--- config.mk ---
export PLATFORM = sky130hd
export DESIGN_NAME = sum8_adder_bank_flat
export DESIGN_NICKNAME = d
export VERILOG_FILES = /design/src/rtl/sum8_pkg.sv /design/src/rtl/sum8_adder_bank_if.sv /design/src/rtl/sum8_toggle_cnt.sv /design/src/rtl/sum8_adder_bank.sv /design/src/flat_wrapper.sv
export SDC_FILE = /design/constraint.sdc
export NUM_CORES = 1
export LEC_CHECK = 0
export BUFFER_PORTS_ARGS = -buffer_cell sky130_fd_sc_hd__buf_4
export CORE_MARGIN = 2
export CORE_UTILIZATION = 53
export CTS_CLUSTER_SIZE = 10
export DETAILED_ROUTE_END_ITERATION = 16
export GPL_TIMING_DRIVEN = 1
export PLACE_DENSITY_LB_ADDON = 0.2
export SLEW_MARGIN = 10
export SYNTH_ARGS = -nofsm -noshare
export SYNTH_HDL_FRONTEND = slang
export SYNTH_SLANG_ARGS = --single-unit
--- constraint.sdc ---
create_clock -name clk -period 1.9 [get_ports clk]
set_input_delay 0.19 -clock clk [delete_from_list [all_inputs] [get_ports clk]]
set_output_delay 0.19 -clock clk [all_outputs]
set_load 0.005 [all_outputs]
--- src/rtl/sum8_pkg.sv ---
// Shared widths, adder indices and popcount helper for the sum8 adder bank.
package sum8_pkg;

    localparam int WIDTH   = 8;
    localparam int CNT_W   = 32;
    localparam int NUM_ADD = 3;
    localparam int POP_W   = $clog2(WIDTH + 2);

    localparam logic [1:0] ADD_RIZADO = 2'd0;
    localparam logic [1:0] ADD_LOGICO = 2'd1;
    localparam logic [1:0] ADD_LOOK   = 2'd2;

    function automatic logic [POP_W-1:0] popcount(input logic [WIDTH:0] v);
        logic [POP_W-1:0] n;
        n = '0;
        for (int i = 0; i <= WIDTH; i++) begin
            n = n + POP_W'(v[i]);
        end
        return n;
    endfunction

endpackage

--- src/rtl/sum8_adder_bank_if.sv ---
// Operand/result bus and counter read port of the sum8 adder bank.
interface sum8_adder_bank_if;
    import sum8_pkg::*;

    logic             in_valid;
    logic [WIDTH-1:0] opr_a;
    logic [WIDTH-1:0] opr_b;
    logic             cin;
    logic             out_valid;
    logic [WIDTH-1:0] sum_rizado;
    logic             carry_rizado;
    logic [WIDTH-1:0] sum_logico;
    logic             carry_logico;
    logic [WIDTH-1:0] sum_look;
    logic             carry_look;
    logic             mismatch;
    logic [1:0]       cnt_sel;
    logic             cnt_clr;
    logic [CNT_W-1:0] cnt_data;

    modport master (
        output in_valid, opr_a, opr_b, cin, cnt_sel, cnt_clr,
        input  out_valid, sum_rizado, carry_rizado, sum_logico,
        input  carry_logico, sum_look, carry_look, mismatch, cnt_data
    );

    modport slave (
        input  in_valid, opr_a, opr_b, cin, cnt_sel, cnt_clr,
        output out_valid, sum_rizado, carry_rizado, sum_logico,
        output carry_logico, sum_look, carry_look, mismatch, cnt_data
    );

endinterface

--- src/rtl/sum8_toggle_cnt.sv ---
// Transition counter: popcount of result bit flips, saturating accumulate.
module sum8_toggle_cnt
    import sum8_pkg::*;
(
    input  logic             clk,
    input  logic             rst_n,
    input  logic             i_en,
    input  logic             i_clr,
    input  logic [WIDTH:0]   i_val,
    output logic [CNT_W-1:0] o_cnt
);

    localparam int SUM_W = CNT_W + 1;

    logic [WIDTH:0]   r_prev;
    logic [CNT_W-1:0] r_cnt;
    logic [SUM_W-1:0] w_sum;

    assign w_sum = {1'b0, r_cnt} + SUM_W'(popcount(i_val ^ r_prev));
    assign o_cnt = r_cnt;

    always_ff @(posedge clk or negedge rst_n) begin
        if (!rst_n) begin
            r_prev <= '0;
            r_cnt  <= '0;
        end else begin
            if (i_en) begin
                r_prev <= i_val;
            end
            if (i_clr) begin
                r_cnt <= '0;
            end else if (i_en) begin
                r_cnt <= w_sum[CNT_W] ? '1 : w_sum[CNT_W-1:0];
            end
        end
    end

endmodule

--- src/rtl/sum8_adder_bank.sv ---
// Registered ripple / SOP / lookahead adder bank with cross-check.
// Toggle counters are built only when TOGGLE_CNT_EN is defined.
module sum8_adder_bank
    import sum8_pkg::*;
(
    input logic               clk,
    input logic               rst_n,
    sum8_adder_bank_if.slave  bus
);

    function automatic logic [WIDTH:0] add_rizado(
        input logic [WIDTH-1:0] a,
        input logic [WIDTH-1:0] b,
        input logic             c0
    );
        logic [WIDTH-1:0] s;
        logic             c;
        c = c0;
        for (int i = 0; i < WIDTH; i++) begin
            s[i] = a[i] ^ b[i] ^ c;
            c    = (a[i] & b[i]) | (c & (a[i] ^ b[i]));
        end
        return {c, s};
    endfunction

    // Each carry is the fully flattened OR of g_j & p_{j+1..i}, plus c0 & p_{0..i}.
    function automatic logic [WIDTH:0] add_logico(
        input logic [WIDTH-1:0] a,
        input logic [WIDTH-1:0] b,
        input logic             c0
    );
        logic [WIDTH-1:0] g, p;
        logic [WIDTH:0]   c;
        logic             t;
        g    = a & b;
        p    = a ^ b;
        c    = '0;
        c[0] = c0;
        for (int i = 0; i < WIDTH; i++) begin
            t = c0;
            for (int k = 0; k <= i; k++) t = t & p[k];
            c[i+1] = t;
            for (int j = 0; j <= i; j++) begin
                t = g[j];
                for (int k = j + 1; k <= i; k++) t = t & p[k];
                c[i+1] = c[i+1] | t;
            end
        end
        return {c[WIDTH], p ^ c[WIDTH-1:0]};
    endfunction

    // Returns {G, P, sum[3:0]} of one 4-bit lookahead group.
    function automatic logic [5:0] cla4(
        input logic [3:0] a,
        input logic [3:0] b,
        input logic       ci
    );
        logic [3:0] g, p, c;
        logic       gg;
        g    = a & b;
        p    = a ^ b;
        c[0] = ci;
        c[1] = g[0] | (p[0] & ci);
        c[2] = g[1] | (p[1] & g[0]) | (p[1] & p[0] & ci);
        c[3] = g[2] | (p[2] & g[1]) | (p[2] & p[1] & g[0])
             | (p[2] & p[1] & p[0] & ci);
        gg   = g[3] | (p[3] & g[2]) | (p[3] & p[2] & g[1])
             | (p[3] & p[2] & p[1] & g[0]);
        return {gg, &p, p ^ c};
    endfunction

    function automatic logic [WIDTH:0] add_look(
        input logic [WIDTH-1:0] a,
        input logic [WIDTH-1:0] b,
        input logic             c0
    );
        logic [5:0] lo, hi;
        logic       c4, c8;
        lo = cla4(a[3:0], b[3:0], c0);
        c4 = lo[5] | (lo[4] & c0);
        hi = cla4(a[7:4], b[7:4], c4);
        c8 = hi[5] | (hi[4] & lo[5]) | (hi[4] & lo[4] & c0);
        return {c8, hi[3:0], lo[3:0]};
    endfunction

    logic [WIDTH:0] w_res [NUM_ADD];
    logic [WIDTH:0] r_res [NUM_ADD];
    logic           w_diff;
    logic           r_valid;
    logic           r_mism;

    assign w_res[ADD_RIZADO] = add_rizado(bus.opr_a, bus.opr_b, bus.cin);
    assign w_res[ADD_LOGICO] = add_logico(bus.opr_a, bus.opr_b, bus.cin);
    assign w_res[ADD_LOOK]   = add_look(bus.opr_a, bus.opr_b, bus.cin);

    assign w_diff = (w_res[0] != w_res[1]) | (w_res[1] != w_res[2]);

    always_ff @(posedge clk or negedge rst_n) begin
        if (!rst_n) begin
            for (int i = 0; i < NUM_ADD; i++) r_res[i] <= '0;
            r_valid <= 1'b0;
            r_mism  <= 1'b0;
        end else begin
            r_valid <= bus.in_valid;
            if (bus.in_valid) begin
                for (int i = 0; i < NUM_ADD; i++) r_res[i] <= w_res[i];
                if (w_diff) r_mism <= 1'b1;
            end
        end
    end

    assign bus.out_valid    = r_valid;
    assign bus.mismatch     = r_mism;
    assign bus.sum_rizado   = r_res[ADD_RIZADO][WIDTH-1:0];
    assign bus.carry_rizado = r_res[ADD_RIZADO][WIDTH];
    assign bus.sum_logico   = r_res[ADD_LOGICO][WIDTH-1:0];
    assign bus.carry_logico = r_res[ADD_LOGICO][WIDTH];
    assign bus.sum_look     = r_res[ADD_LOOK][WIDTH-1:0];
    assign bus.carry_look   = r_res[ADD_LOOK][WIDTH];

`ifdef TOGGLE_CNT_EN
    logic [CNT_W-1:0] w_cnt [NUM_ADD];
    logic [CNT_W-1:0] w_cnt_data;

    for (genvar g = 0; g < NUM_ADD; g++) begin : g_cnt
        sum8_toggle_cnt u_cnt (
            .clk   (clk),
            .rst_n (rst_n),
            .i_en  (bus.in_valid),
            .i_clr (bus.cnt_clr),
            .i_val (w_res[g]),
            .o_cnt (w_cnt[g])
        );
    end

    always_comb begin
        w_cnt_data = '0;
        unique case (1'b1)
            (bus.cnt_sel == ADD_RIZADO): w_cnt_data = w_cnt[ADD_RIZADO];
            (bus.cnt_sel == ADD_LOGICO): w_cnt_data = w_cnt[ADD_LOGICO];
            (bus.cnt_sel == ADD_LOOK):   w_cnt_data = w_cnt[ADD_LOOK];
            default:                     w_cnt_data = '0;
        endcase
    end

    assign bus.cnt_data = w_cnt_data;
`else
    logic w_unused;
    assign w_unused     = ^{bus.cnt_sel, bus.cnt_clr};
    assign bus.cnt_data = '0;
`endif

endmodule

--- src/flat_wrapper.sv ---
// flat-port wrapper written by rule: the top's interface ports become plain ports
module sum8_adder_bank_flat import sum8_pkg::*;
  (clk, rst_n, bus_in_valid, bus_opr_a, bus_opr_b, bus_cin, bus_cnt_sel, bus_cnt_clr, bus_out_valid, bus_sum_rizado, bus_carry_rizado, bus_sum_logico, bus_carry_logico, bus_sum_look, bus_carry_look, bus_mismatch, bus_cnt_data);
  sum8_adder_bank_if bus_i ();
  input logic clk;
  input logic rst_n;
  input wire logic [$bits(bus_i.in_valid)-1:0] bus_in_valid;
  input wire logic [$bits(bus_i.opr_a)-1:0] bus_opr_a;
  input wire logic [$bits(bus_i.opr_b)-1:0] bus_opr_b;
  input wire logic [$bits(bus_i.cin)-1:0] bus_cin;
  input wire logic [$bits(bus_i.cnt_sel)-1:0] bus_cnt_sel;
  input wire logic [$bits(bus_i.cnt_clr)-1:0] bus_cnt_clr;
  output wire logic [$bits(bus_i.out_valid)-1:0] bus_out_valid;
  output wire logic [$bits(bus_i.sum_rizado)-1:0] bus_sum_rizado;
  output wire logic [$bits(bus_i.carry_rizado)-1:0] bus_carry_rizado;
  output wire logic [$bits(bus_i.sum_logico)-1:0] bus_sum_logico;
  output wire logic [$bits(bus_i.carry_logico)-1:0] bus_carry_logico;
  output wire logic [$bits(bus_i.sum_look)-1:0] bus_sum_look;
  output wire logic [$bits(bus_i.carry_look)-1:0] bus_carry_look;
  output wire logic [$bits(bus_i.mismatch)-1:0] bus_mismatch;
  output wire logic [$bits(bus_i.cnt_data)-1:0] bus_cnt_data;
  assign bus_i.in_valid = bus_in_valid;
  assign bus_i.opr_a = bus_opr_a;
  assign bus_i.opr_b = bus_opr_b;
  assign bus_i.cin = bus_cin;
  assign bus_i.cnt_sel = bus_cnt_sel;
  assign bus_i.cnt_clr = bus_cnt_clr;
  assign bus_out_valid = bus_i.out_valid;
  assign bus_sum_rizado = bus_i.sum_rizado;
  assign bus_carry_rizado = bus_i.carry_rizado;
  assign bus_sum_logico = bus_i.sum_logico;
  assign bus_carry_logico = bus_i.carry_logico;
  assign bus_sum_look = bus_i.sum_look;
  assign bus_carry_look = bus_i.carry_look;
  assign bus_mismatch = bus_i.mismatch;
  assign bus_cnt_data = bus_i.cnt_data;
  sum8_adder_bank u_core (.clk(clk), .rst_n(rst_n), .bus(bus_i));
endmodule
==> out/summary.txt, run 1 <==
CP Class: in2reg
Ys Warns: 0
Sw frac: 0.3270
Area leader, netlist: dfrtp_1
Count of clock tree sinks: 25
IO Port Bufs: 48
GRT Overall Usage: 0.2229
Worst endpoint required time: 2.05 ns
FF-to-FF setup slack: 0.66 ns
Die ar.: 0.004523 mm²
Most frequent CP cell: fa_2
Register area share after synthesis: 0.2950
Die H: 67.26 µm
Drt wl/cell: 14.36 µm
Post-synth EDFFs: 0
Largest net degree at the start of global routing: 28
Final min period: 3.740 ns
Gr ovfl total: 0
Via Count: 1752
Peak VDD IR: 0.5576 mV
Worst Hold End: u_core.bus.out_valid
Arrival time worst endpoint: 3.89 ns
Die X: 67.26 µm
Ys flop type: dfrtp_1
Maxcap violations: 0
Power share of the sequential group: 0.327
Num CTS Buffers: 3
# diodes: 0
Crit-path cells: buf_8 > fa_2 > fa_2 > inv_2 > fa_2 > fa_2 > fa_2 > fa_2 > fa_2 > inv_2 > fa_2 > xnor2_4 > nor3_2 > a211oi_1 > o21ai_1 > nor4_1 > a31oi_1
Final core occ: 0.8165
WL final: 5157 µm
Vias in the first global route: 1703
Worst Hold Margin: 0.2334 ns
Initial antenna violation count: 0
Rows: 22
First-pass GRT wire length: 7596 µm
Mapped Cells: 211
CTS Buffer Depth: 2
Pins Over Slew Limit: 0
CTS root buffer: clkbuf_8
Initial drt markers: 85
Hold Fails Final Rpt: 0
Final TNS setup: -5.455 ns
Share of layout cells above drive strength 1: 0.5016
Register-to-Register Path Depth: 4
FF-to-FF Start: u_core.bus.mismatch
Ports: 84
Layout overhead on the synthesized area: 44.13%
Max frequency: 267.4 MHz
RSZ-0062 raised after global routing: yes
Leak pwr: 1.529 nW
Largest stage delay, worst path: 0.48 ns
Failing checks: setup timing
Core ar.: 0.003744 mm²
Remaining routing DRC violations: 0
Internal power: 1.470 mW
Outcome: finished with violations
CTS tree: yes
Critical Path Source Type: input pin
Final WS setup: -1.840 ns
Cell area after synthesis: 0.002121 mm²
Hold Crit Depth: 1
Netlist cell types: 41
CP top delay family: adder cells
Initial Util: 0.5665
Post-Syn Area per Cell: 10.05 µm²
Clock network power share: 0.150
Async set-or-reset flop fraction in the synthesized netlist: 1.000
Hold path start: bus_in_valid
Dpl ws: -2.149 ns
RR Endpoint: u_core.bus.mismatch
Net Sw Power: 0.7144 mW
DRT Pass-1 Iters: 4
Via-to-Cell Ratio: 4.880
Most frequent cell after synthesis: buf_4
Critical Path End Type: flop
Tcrit/Tclk final: 1.968
Worst min path class: in2reg
Nets: 353
Worst skew pair latency: 0.27 ns
Placer Congestion: 0.8666
Post-synth top area share: 0.2950
Power density over the cells: 714.8 mW/mm²
Placed wire-length estimate: 3633 µm
Crit-path slowest cell: fa_2
Combinational share of power: 0.523
Layout Skew: 0 ns
Post-synth top cells: buf_4, dfrtp_1, inv_1, mux2_2, xnor2_1
Final setup vio count: 9
Clock transition at path regs: 0.09 ns
CP max FO: 4
CP Buf/Inv Count: 3
Antenna Violating Nets Remaining: 0
H-tree depth: 1
Top cells by area, synth: dfrtp_1, buf_4, fa_1, mux2_2, ha_1
Synth Register Bits: 25
-- worst register-to-register path: cells and delay by family (launching register included) --
family	cells	cell delay (ns)
AOI/OAI and AO/OA	3	0.46
DFF	1	0.42
and+or+nand+nor	1	0.24
-- kinds of logic (layout without fill, tap and decap cells) --
family | count (synthesis) | in the layout | synth area share
xor gates and xnor gates | 16 | 16 | 0.06607
and+or+nand+nor | 30 | 30 | 0.07257
buffers and inverters | 63 | 132 | 0.1811
DFF | 25 | 25 | 0.2950
muxes | 25 | 25 | 0.1268
AOI/OAI and AO/OA | 33 | 33 | 0.1186
adders and majority gates | 18 | 18 | 0.1381
other | 1 | 32 | 0.001768
-- through the flow --
step / instances / cell area, µm² / total power [mW]
2_1_floorplan: 242 / 2266 / 1.285
3_3_place_gp: 346 / 2764 / 1.695
3_5_place_dp: 346 / 2764 / 1.722
4_1_cts: 354 / 2909 / 2.110
5_1_grt: 359 / 3057 / 2.338
6_report: 359 / 3057 / 2.185
-- registers in the layout, indices dropped and copies added, names as in the netlist --
| name | count |
|---|---|
| u_core.bus.carry_look | 1 |
| u_core.bus.sum_look | 8 |
| u_core.bus.mismatch | 1 |
| u_core.bus.sum_logico | 6 |
| u_core.bus.out_valid | 1 |
| u_core.bus.carry_rizado | 1 |
| u_core.bus.sum_rizado | 6 |
| u_core.bus.carry_logico | 1 |
-- power groups by stage --
stage                     Combinational [mW]  Clock [mW]  Sequential [mW]
after floorplan                        0.553           0            0.732
after global placement                 0.974           0            0.721
after detailed placement               0.996           0            0.726
after CTS                               1.05       0.341            0.715
after global routing                    1.25       0.356            0.731
final                                   1.14       0.328            0.715
-- what timing repair did --
item / 4_1_cts / 5_1_grt
hold buffers: 1 / 0
buffers inserted: 5 / 7
gates resized for setup: 17 / 18
endpoints found under the hold margin: 25 / 0
gates cloned: 0 / 0
setup endpoints to repair: 12 / 11
pin swaps: 11 / 8
-- metal layers --
layer | vias to the layer above | wire (µm) | global-route usage
met2 | 54 | 2942 | 0.4307
li1 | 842 | - | -
met5 | - | 0 | 0
met4 | 0 | 107 | 0.05612
met3 | 10 | 210 | 0.03500
met1 | 846 | 1897 | 0.2529
-- cells in the final DEF, fill, tap and decap left out, drive strengths merged --
cell         synthesis  layout
a211o                1       1
a211oi               1       1
a21o                 4       4
a21oi               10      10
a221oi               1       1
a2bb2oi              1       1
a31oi                2       2
and3                 3       3
buf                 41     108
clkbuf               3       4
conb                 1      32
dfrtp               25      25
dlygate4sd3          0       1
fa                   9       9
ha                   9       9
inv                 19      19
mux2                15      15
mux2i               10      10
nand2                5       5
nand2b               1       1
nand3                2       2
nand3b               1       1
nand4                2       2
nor2                 9       9
nor3                 3       3
nor3b                1       1
nor4                 1       1
o211ai               1       1
o21a                 2       2
o21ai                6       6
o221a                1       1
o22a                 1       1
o22ai                1       1
o31ai                1       1
or2                  1       1
or3                  1       1
xnor2               12      12
xor2                 4       4
-- cell type report --
cell class                 instances  area (µm²)
timing repair buffer             109       869.6
clock buffer                       4       45.04
sequential                        25       625.6
fill                             247       686.9
tap                               48       60.06
inverter                          19       71.32
multi-input combinational        154        1385
-- worst max path at each step --
stage / from / endpoint / slack [ns] / cells past startpoint
after floorplan: bus_cin / u_core.bus.mismatch / -1.85 / 16
after detailed placement: bus_opr_b[0] / u_core.bus.mismatch / -2.15 / 17
final: bus_cin / u_core.bus.mismatch / -1.84 / 17
after global routing: bus_cin / u_core.bus.mismatch / -1.92 / 17
after global placement: bus_cin / u_core.bus.mismatch / -2.04 / 18
after CTS: bus_cin / u_core.bus.mismatch / -1.84 / 17
No activity file was read; power rests on OpenSTA's default activity.
==> run 2, diff against run 1 <==
--- a/config.mk
+++ b/config.mk
@@ -5,6 +5,7 @@
 export SDC_FILE = /design/constraint.sdc
 export NUM_CORES = 1
 export LEC_CHECK = 0
+export ABC_AREA = 1
 export BUFFER_PORTS_ARGS = -buffer_cell sky130_fd_sc_hd__buf_4
 export CORE_MARGIN = 2
 export CORE_UTILIZATION = 53
==> out/summary.txt, run 2 <==
Outcome: finished with violations
Failing checks: setup timing
# diodes: 0 (unchanged)
Worst skew pair latency: 0.26 ns (about the same)
Layout Skew: 0 ns (unchanged)
WL final: 4361 µm (-15%)
Critical Path Source Type: input pin
Crit-path slowest cell: fa_2
Post-Syn Area per Cell: 7.382 µm² (-27%)
Num CTS Buffers: 3 (unchanged)
Placed Cells: 414 (+20%)
Final instance area: 0.002850 mm² (-6.8%)
Initial drt markers: 82 (-3.5%)
Internal power: 1.223 mW (-17%)
Pins Over Slew Limit: 0 (unchanged)
Synth Register Bits: 25 (unchanged)
H-tree depth: 1 (unchanged)
IO Port Bufs: 48 (unchanged)
RSZ-0062 raised after global routing: yes
Largest net degree at the start of global routing: 33 (+18%)
Area leader, netlist: dfrtp_1
Critical Path End Type: flop
Die H: 67.45 µm (+0.28%)
Post-synth top area share: 0.2933 (-0.001730)
Register area share after synthesis: 0.2933 (-0.001730)
GRT Overall Usage: 0.2048 (-0.01813)
Drt wl/cell: 10.26 µm (-29%)
CP Class: in2reg
Most frequent cells in the layout: nand2_1, buf_4, inv_1, conb_1, nand3_1
Die ar.: 0.004549 mm² (+0.57%)
Tcrit/Tclk final: 1.661 (-0.3071)
Sw frac: 0.3350 (+0.008059)
Nets: 417 (+18%)
Most frequent CP cell: fa_2
First-pass GRT wire length: 7210 µm (-5.1%)
Core ar.: 0.003943 mm² (+5.3%)
Maxcap violations: 0 (unchanged)
Via-to-Cell Ratio: 4.612 (-5.5%)
Antenna Violating Nets Remaining: 0 (unchanged)
Area after DPL: 0.002669 mm² (-3.4%)
Vias in the first global route: 1680 (-1.4%)
Top cells by area, synth: dfrtp_1, nand2_1, buf_4, fa_1, nand3_1
Ys flop type: dfrtp_1
Final WS setup: -1.256 ns (+0.5835 ns)
Largest stage delay, worst path: 0.44 ns (-0.04 ns)
Most frequent cell after synthesis: nand2_1
Clock network power share: 0.165 (+0.015)
Via Count: 1960 (+12%)
Max frequency: 316.8 MHz (+18%)
Dpl ws: -1.569 ns (+0.5800 ns)
CTS tree: yes
Worst min path class: in2reg
Netlist cell types: 23 (-44%)
Placed wire-length estimate: 3515 µm (-3.2%)
Placer Congestion: 0.8404 (-3.0%)
Initial antenna violation count: 0 (unchanged)
Cell area after synthesis: 0.002133 mm² (+0.59%)
Final min period: 3.156 ns (-0.5835 ns)
Max reg flops: 8 (unchanged)
Post-synth top cells: nand2_1, buf_4, inv_1, nand3_1, dfrtp_1
Remaining routing DRC violations: 0 (unchanged)
Count of clock tree sinks: 25 (unchanged)
Rows: 23 (+4.5%)
Worst endpoint required time: 2.06 ns (about the same)
Hold Fails Final Rpt: 0 (unchanged)
Arrival time worst endpoint: 3.32 ns (-0.57 ns)
Post-synth EDFFs: 0 (unchanged)
Combinational share of power: 0.472 (-0.051)
Layout overhead on the synthesized area: 33.61%
Peak VDD IR: 0.2888 mV (-48%)
CTS root buffer: clkbuf_8
Die X: 67.45 µm (+0.28%)
Ports: 84 (unchanged)
Share of layout cells above drive strength 1: 0.3307 (-0.1709)
Async set-or-reset flop fraction in the synthesized netlist: 1.000 (unchanged)
CTS Buffer Depth: 2 (unchanged)
Mapped Cells: 289 (+37%)
Crit-path cells: buf_8 > fa_2 > fa_2 > inv_2 > fa_2 > fa_2 > fa_2 > fa_2 > fa_2 > inv_2 > fa_2 > inv_2 > nand3_1 > nand2_1 > nand3_1 > nand2_1 > nand2_1
Clock transition at path regs: 0.08 ns (about the same)
Net Sw Power: 0.6164 mW (-14%)
Final cell count without fillers: 425 (+18%)
Gr ovfl total: 0 (unchanged)
Overall power consumption: 1.840 mW (-16%)
Leak pwr: 1.600 nW (+4.6%)
Power density over the cells: 645.4 mW/mm² (-9.7%)
Power share of the sequential group: 0.362 (+0.035)
Final setup vio count: 6 (-3)
Initial Util: 0.5411 (-0.02541)
Ys Warns: 0 (unchanged)
DRT Pass-1 Iters: 4 (unchanged)
CP max FO: 2 (-2)
run 2: changes by cell type after synthesis, moves of 10 or more:
| cell | before | now |
|---|---|---|
| inv_1 | 19 | 36 |
| mux2_2 | 15 | 0 |
| mux2i_1 | 10 | 0 |
| nand2_1 | 5 | 86 |
| nand3_1 | 2 | 28 |
| o21ai_0 | 4 | 20 |
| xnor2_1 | 12 | 0 |
run 2: logic make-up (layout without fill, tap and decap cells):
| group | after synthesis | after routing | synth area share |
|---|---|---|---|
| buf+inv | 78 | 133 | 0.2059 |
| simple gates | 139 | 139 | 0.2827 |
| xor+xnor | 4 | 4 | 0.01642 |
| other cells | 1 | 32 | 0.001758 |
| fa+ha+maj | 18 | 18 | 0.1372 |
| flops | 25 | 25 | 0.2933 |
| compound gates | 24 | 24 | 0.06276 |
run 2: final timing paths:
kind                                           from                       end  slack, ns  depth (start not counted)
max                                         bus_cin       u_core.bus.mismatch      -1.26                         17
min                                    bus_in_valid      u_core.bus.out_valid       0.12                          1
max reg2reg                  u_core.bus.sum_look[5]    u_core.bus.sum_look[5]       1.24                          2
min reg2reg                u_core.bus.sum_rizado[3]  u_core.bus.sum_rizado[3]       0.49                          2
max in group asynchronous                     rst_n    u_core.bus.sum_look[5]       1.32                          2
min in group asynchronous                     rst_n  u_core.bus.sum_logico[2]       0.36                          2
run 2: area by class of cell:
cell class	instances	area, µm²
multi-input cells	217	1247
flip-flops and latches	25	625.6
clock buffers	4	45.04
inverters	36	135.1
well taps	50	62.56
fillers	333	1092
repair buffers	93	734.5
run 2: layer usage:
layer  track usage  up-vias  wire length (µm)
met5             0        -                 0
met4       0.07143        0                57
met3      0.006667        6               257
met2        0.3292       74              1925
met1        0.2962      867              2121
li1              -     1013                 -
run 2: timing repair:
item | 4_1_cts | 5_1_grt
buffers inserted | 4 | 3
resized for setup | 17 | 11
pin swaps | 2 | 4
setup endpoints to repair | 7 | 9
hold endpoints to repair | 25 | 0
hold buffers | 1 | 0
run 2: metrics by stage:
| step | setup TNS, ns | hold WS [ns] | util |
|---|---|---|---|
| global route | -5.092 | 0.1175 | 0.7229 |
| floorplan | -4.651 | -0.1056 | - |
| CTS | -4.520 | 0.1186 | 0.7096 |
| global placement | -6.729 | 0.1025 | 0.6769 |
| finish | -4.460 | 0.1160 | 0.7229 |
| detailed placement | -7.073 | 0.1056 | 0.6769 |
run 2: worst max-delay path, delay by kind of cell:
family / cells / cell delay (ns)
and+or+nand+nor: 5 / 0.31
adders and majority gates: 8 / 2.58
buffers and inverters: 4 / 0.25
run 2: power by group through the flow:
stage               sequential, mW  combinational (mW)  clock (mW)
detailed placement           0.676               0.810           0
CTS                          0.666               0.857       0.310
global placement             0.674               0.790           0
finish                       0.666               0.869       0.304
floorplan                    0.680               0.457           0
global route                 0.677               0.982       0.336
==> run 3, diff against run 2 <==
--- a/config.mk
+++ b/config.mk
@@ -7,11 +7,14 @@
 export LEC_CHECK = 0
 export ABC_AREA = 1
 export BUFFER_PORTS_ARGS = -buffer_cell sky130_fd_sc_hd__buf_4
+export CELL_PAD_IN_SITES_DETAIL_PLACEMENT = 0
+export CELL_PAD_IN_SITES_GLOBAL_PLACEMENT = 2
 export CORE_MARGIN = 2
-export CORE_UTILIZATION = 53
+export CORE_UTILIZATION = 28
 export CTS_CLUSTER_SIZE = 10
 export DETAILED_ROUTE_END_ITERATION = 16
 export GPL_TIMING_DRIVEN = 1
+export HOLD_SLACK_MARGIN = 0.06
 export PLACE_DENSITY_LB_ADDON = 0.2
 export SLEW_MARGIN = 10
 export SYNTH_ARGS = -nofsm -noshare
==> out/summary.txt, run 3 (synthesis gave the netlist of run 2 again) <==
Via Count: 1874 (-4.4%)
IO Port Bufs: 48 (unchanged)
First-pass GRT wire length: 8100 µm (+12%)
Critical Path Source Type: input pin
Peak VDD IR: 0.2394 mV (-17%)
Max frequency: 311.5 MHz (-1.7%)
Placed wire-length estimate: 4085 µm (+16%)
Initial drt markers: 68 (-17%)
Final setup vio count: 6 (unchanged)
Drt wl/cell: 10.12 µm (-1.4%)
Largest net degree at the start of global routing: 26 (-21%)
Final instance area: 0.002879 mm² (+1.0%)
Outcome: finished with violations
Die X: 91.29 µm (+35%)
RSZ-0062 raised after global routing: yes
Gr ovfl total: 0 (unchanged)
Pins Over Slew Limit: 0 (unchanged)
Max reg flops: 8 (unchanged)
Rows: 31 (+35%)
WL final: 4787 µm (+9.8%)
Via-to-Cell Ratio: 3.962 (-14%)
CTS tree: yes
Placer Congestion: 0.7737 (-7.9%)
Placed Cells: 465 (+12%)
Final min period: 3.210 ns (+0.05373 ns)
Hold Fails Final Rpt: 0 (unchanged)
Vias in the first global route: 1686 (+0.36%)
Share of layout cells above drive strength 1: 0.3235 (-0.007137)
Count of clock tree sinks: 25 (unchanged)
# diodes: 0 (unchanged)
H-tree depth: 1 (unchanged)
Worst min path class: in2reg
Layout Skew: 0 ns (unchanged)
Worst skew pair latency: 0.26 ns (about the same)
Layout overhead on the synthesized area: 34.96%
Clock transition at path regs: 0.09 ns (about the same)
Power density over the cells: 643.2 mW/mm² (-0.35%)
Die H: 91.29 µm (+35%)
CP max FO: 2 (unchanged)
Num CTS Buffers: 3 (unchanged)
Initial Util: 0.2910 (-0.2501)
CTS root buffer: clkbuf_8
Most frequent cells in the layout: nand2_1, buf_4, inv_1, conb_1, nand3_1
Final WS setup: -1.310 ns (-0.05373 ns)
Initial antenna violation count: 0 (unchanged)
CTS Buffer Depth: 2 (unchanged)
DRT Pass-1 Iters: 4 (unchanged)
Core ar.: 0.007331 mm² (+86%)
Leak pwr: 1.591 nW (-0.55%)
Maxcap violations: 0 (unchanged)
Area after DPL: 0.002745 mm² (+2.9%)
Critical Path End Type: flop
GRT Overall Usage: 0.1170 (-0.08778)
Ports: 84 (unchanged)
Final cell count without fillers: 473 (+11%)
Failing checks: setup timing
Commonest non-fill, non-tap cell in the layout: nand2_1
Arrival time worst endpoint: 3.38 ns (+0.06 ns)
Remaining routing DRC violations: 0 (unchanged)
Nets: 416 (-0.24%)
CP Class: in2reg
Antenna Violating Nets Remaining: 0 (unchanged)
Die ar.: 0.008333 mm² (+83%)
Final core occ: 0.3927 (-0.3302)
Tcrit/Tclk final: 1.690 (+0.02828)
Worst endpoint required time: 2.07 ns (about the same)
run 3: final timing paths:
kind	depth (start not counted)	endpoint	startpoint	slack (ns)
worst max-delay path	17	u_core.bus.mismatch	bus_cin	-1.31
worst min-delay path	1	u_core.bus.out_valid	bus_in_valid	0.12
worst max register to register	2	u_core.bus.sum_look[5]	u_core.bus.sum_look[5]	1.24
worst min register to register	2	u_core.bus.mismatch	u_core.bus.mismatch	0.48
max in group asynchronous	2	u_core.bus.sum_logico[4]	rst_n	1.31
min in group asynchronous	2	u_core.bus.sum_look[0]	rst_n	0.35
run 3: through the flow:
step | setup slack (ns) | setup TNS [ns] | total power [mW] | hold slack [ns]
3_3_place_gp | -1.555 | -7.101 | 1.507 | 0.1075
5_1_grt | -1.431 | -5.044 | 2.016 | 0.1124
6_report | -1.310 | -4.623 | 1.852 | 0.1181
2_1_floorplan | -1.311 | -4.651 | 1.137 | -0.1056
3_5_place_dp | -1.618 | -7.540 | 1.516 | 0.1069
4_1_cts | -1.314 | -4.644 | 1.856 | 0.1190
run 3: per-layer routing:
metal / up-vias / GRT usage / part of all wire
li1: 1015 / - / -
met4: 0 / 0.02652 / 0.0048
met5: - / 0 / 0
met1: 800 / 0.1879 / 0.54
met2: 57 / 0.1654 / 0.41
met3: 2 / 0.01328 / 0.046
run 3: what timing repair did:
item / 4_1_cts / 5_1_grt
hold endpoints to repair: 25 / 0
buffers inserted: 3 / 2
pin swaps: 2 / 2
cloned: 0 / 0
gates resized for setup: 11 / 13
endpoints found under the setup margin: 7 / 8
hold buffers: 1 / 0
run 3: final cells by class:
class	count	area (µm²)
sequential	25	625.6
fill	787	4452
clock inverter	1	7.507
timing repair buffer	92	726.9
clock buffer	3	41.29
inverter	36	135.1
tap	99	123.9
multi-input combinational	217	1219
run 3: power by group:
group          leakage (nW)  total [mW]  switching, mW  internal (mW)
sequential            0.298       0.668         0.0511          0.617
combinational          1.27       0.872          0.415          0.457
clock                0.0217       0.312          0.164          0.148
run 3: worst max-delay path, stage by stage:
cell     delay (ns)
buf_8          0.07
fa_2           0.20
fa_2           0.19
inv_2          0.04
fa_2           0.34
fa_2           0.37
fa_2           0.35
fa_2           0.36
fa_2           0.35
inv_2          0.08
fa_2           0.44
inv_2          0.08
nand3_1        0.07
nand2_1        0.07
nand3_1        0.07
nand2_1        0.06
nand2_1        0.04
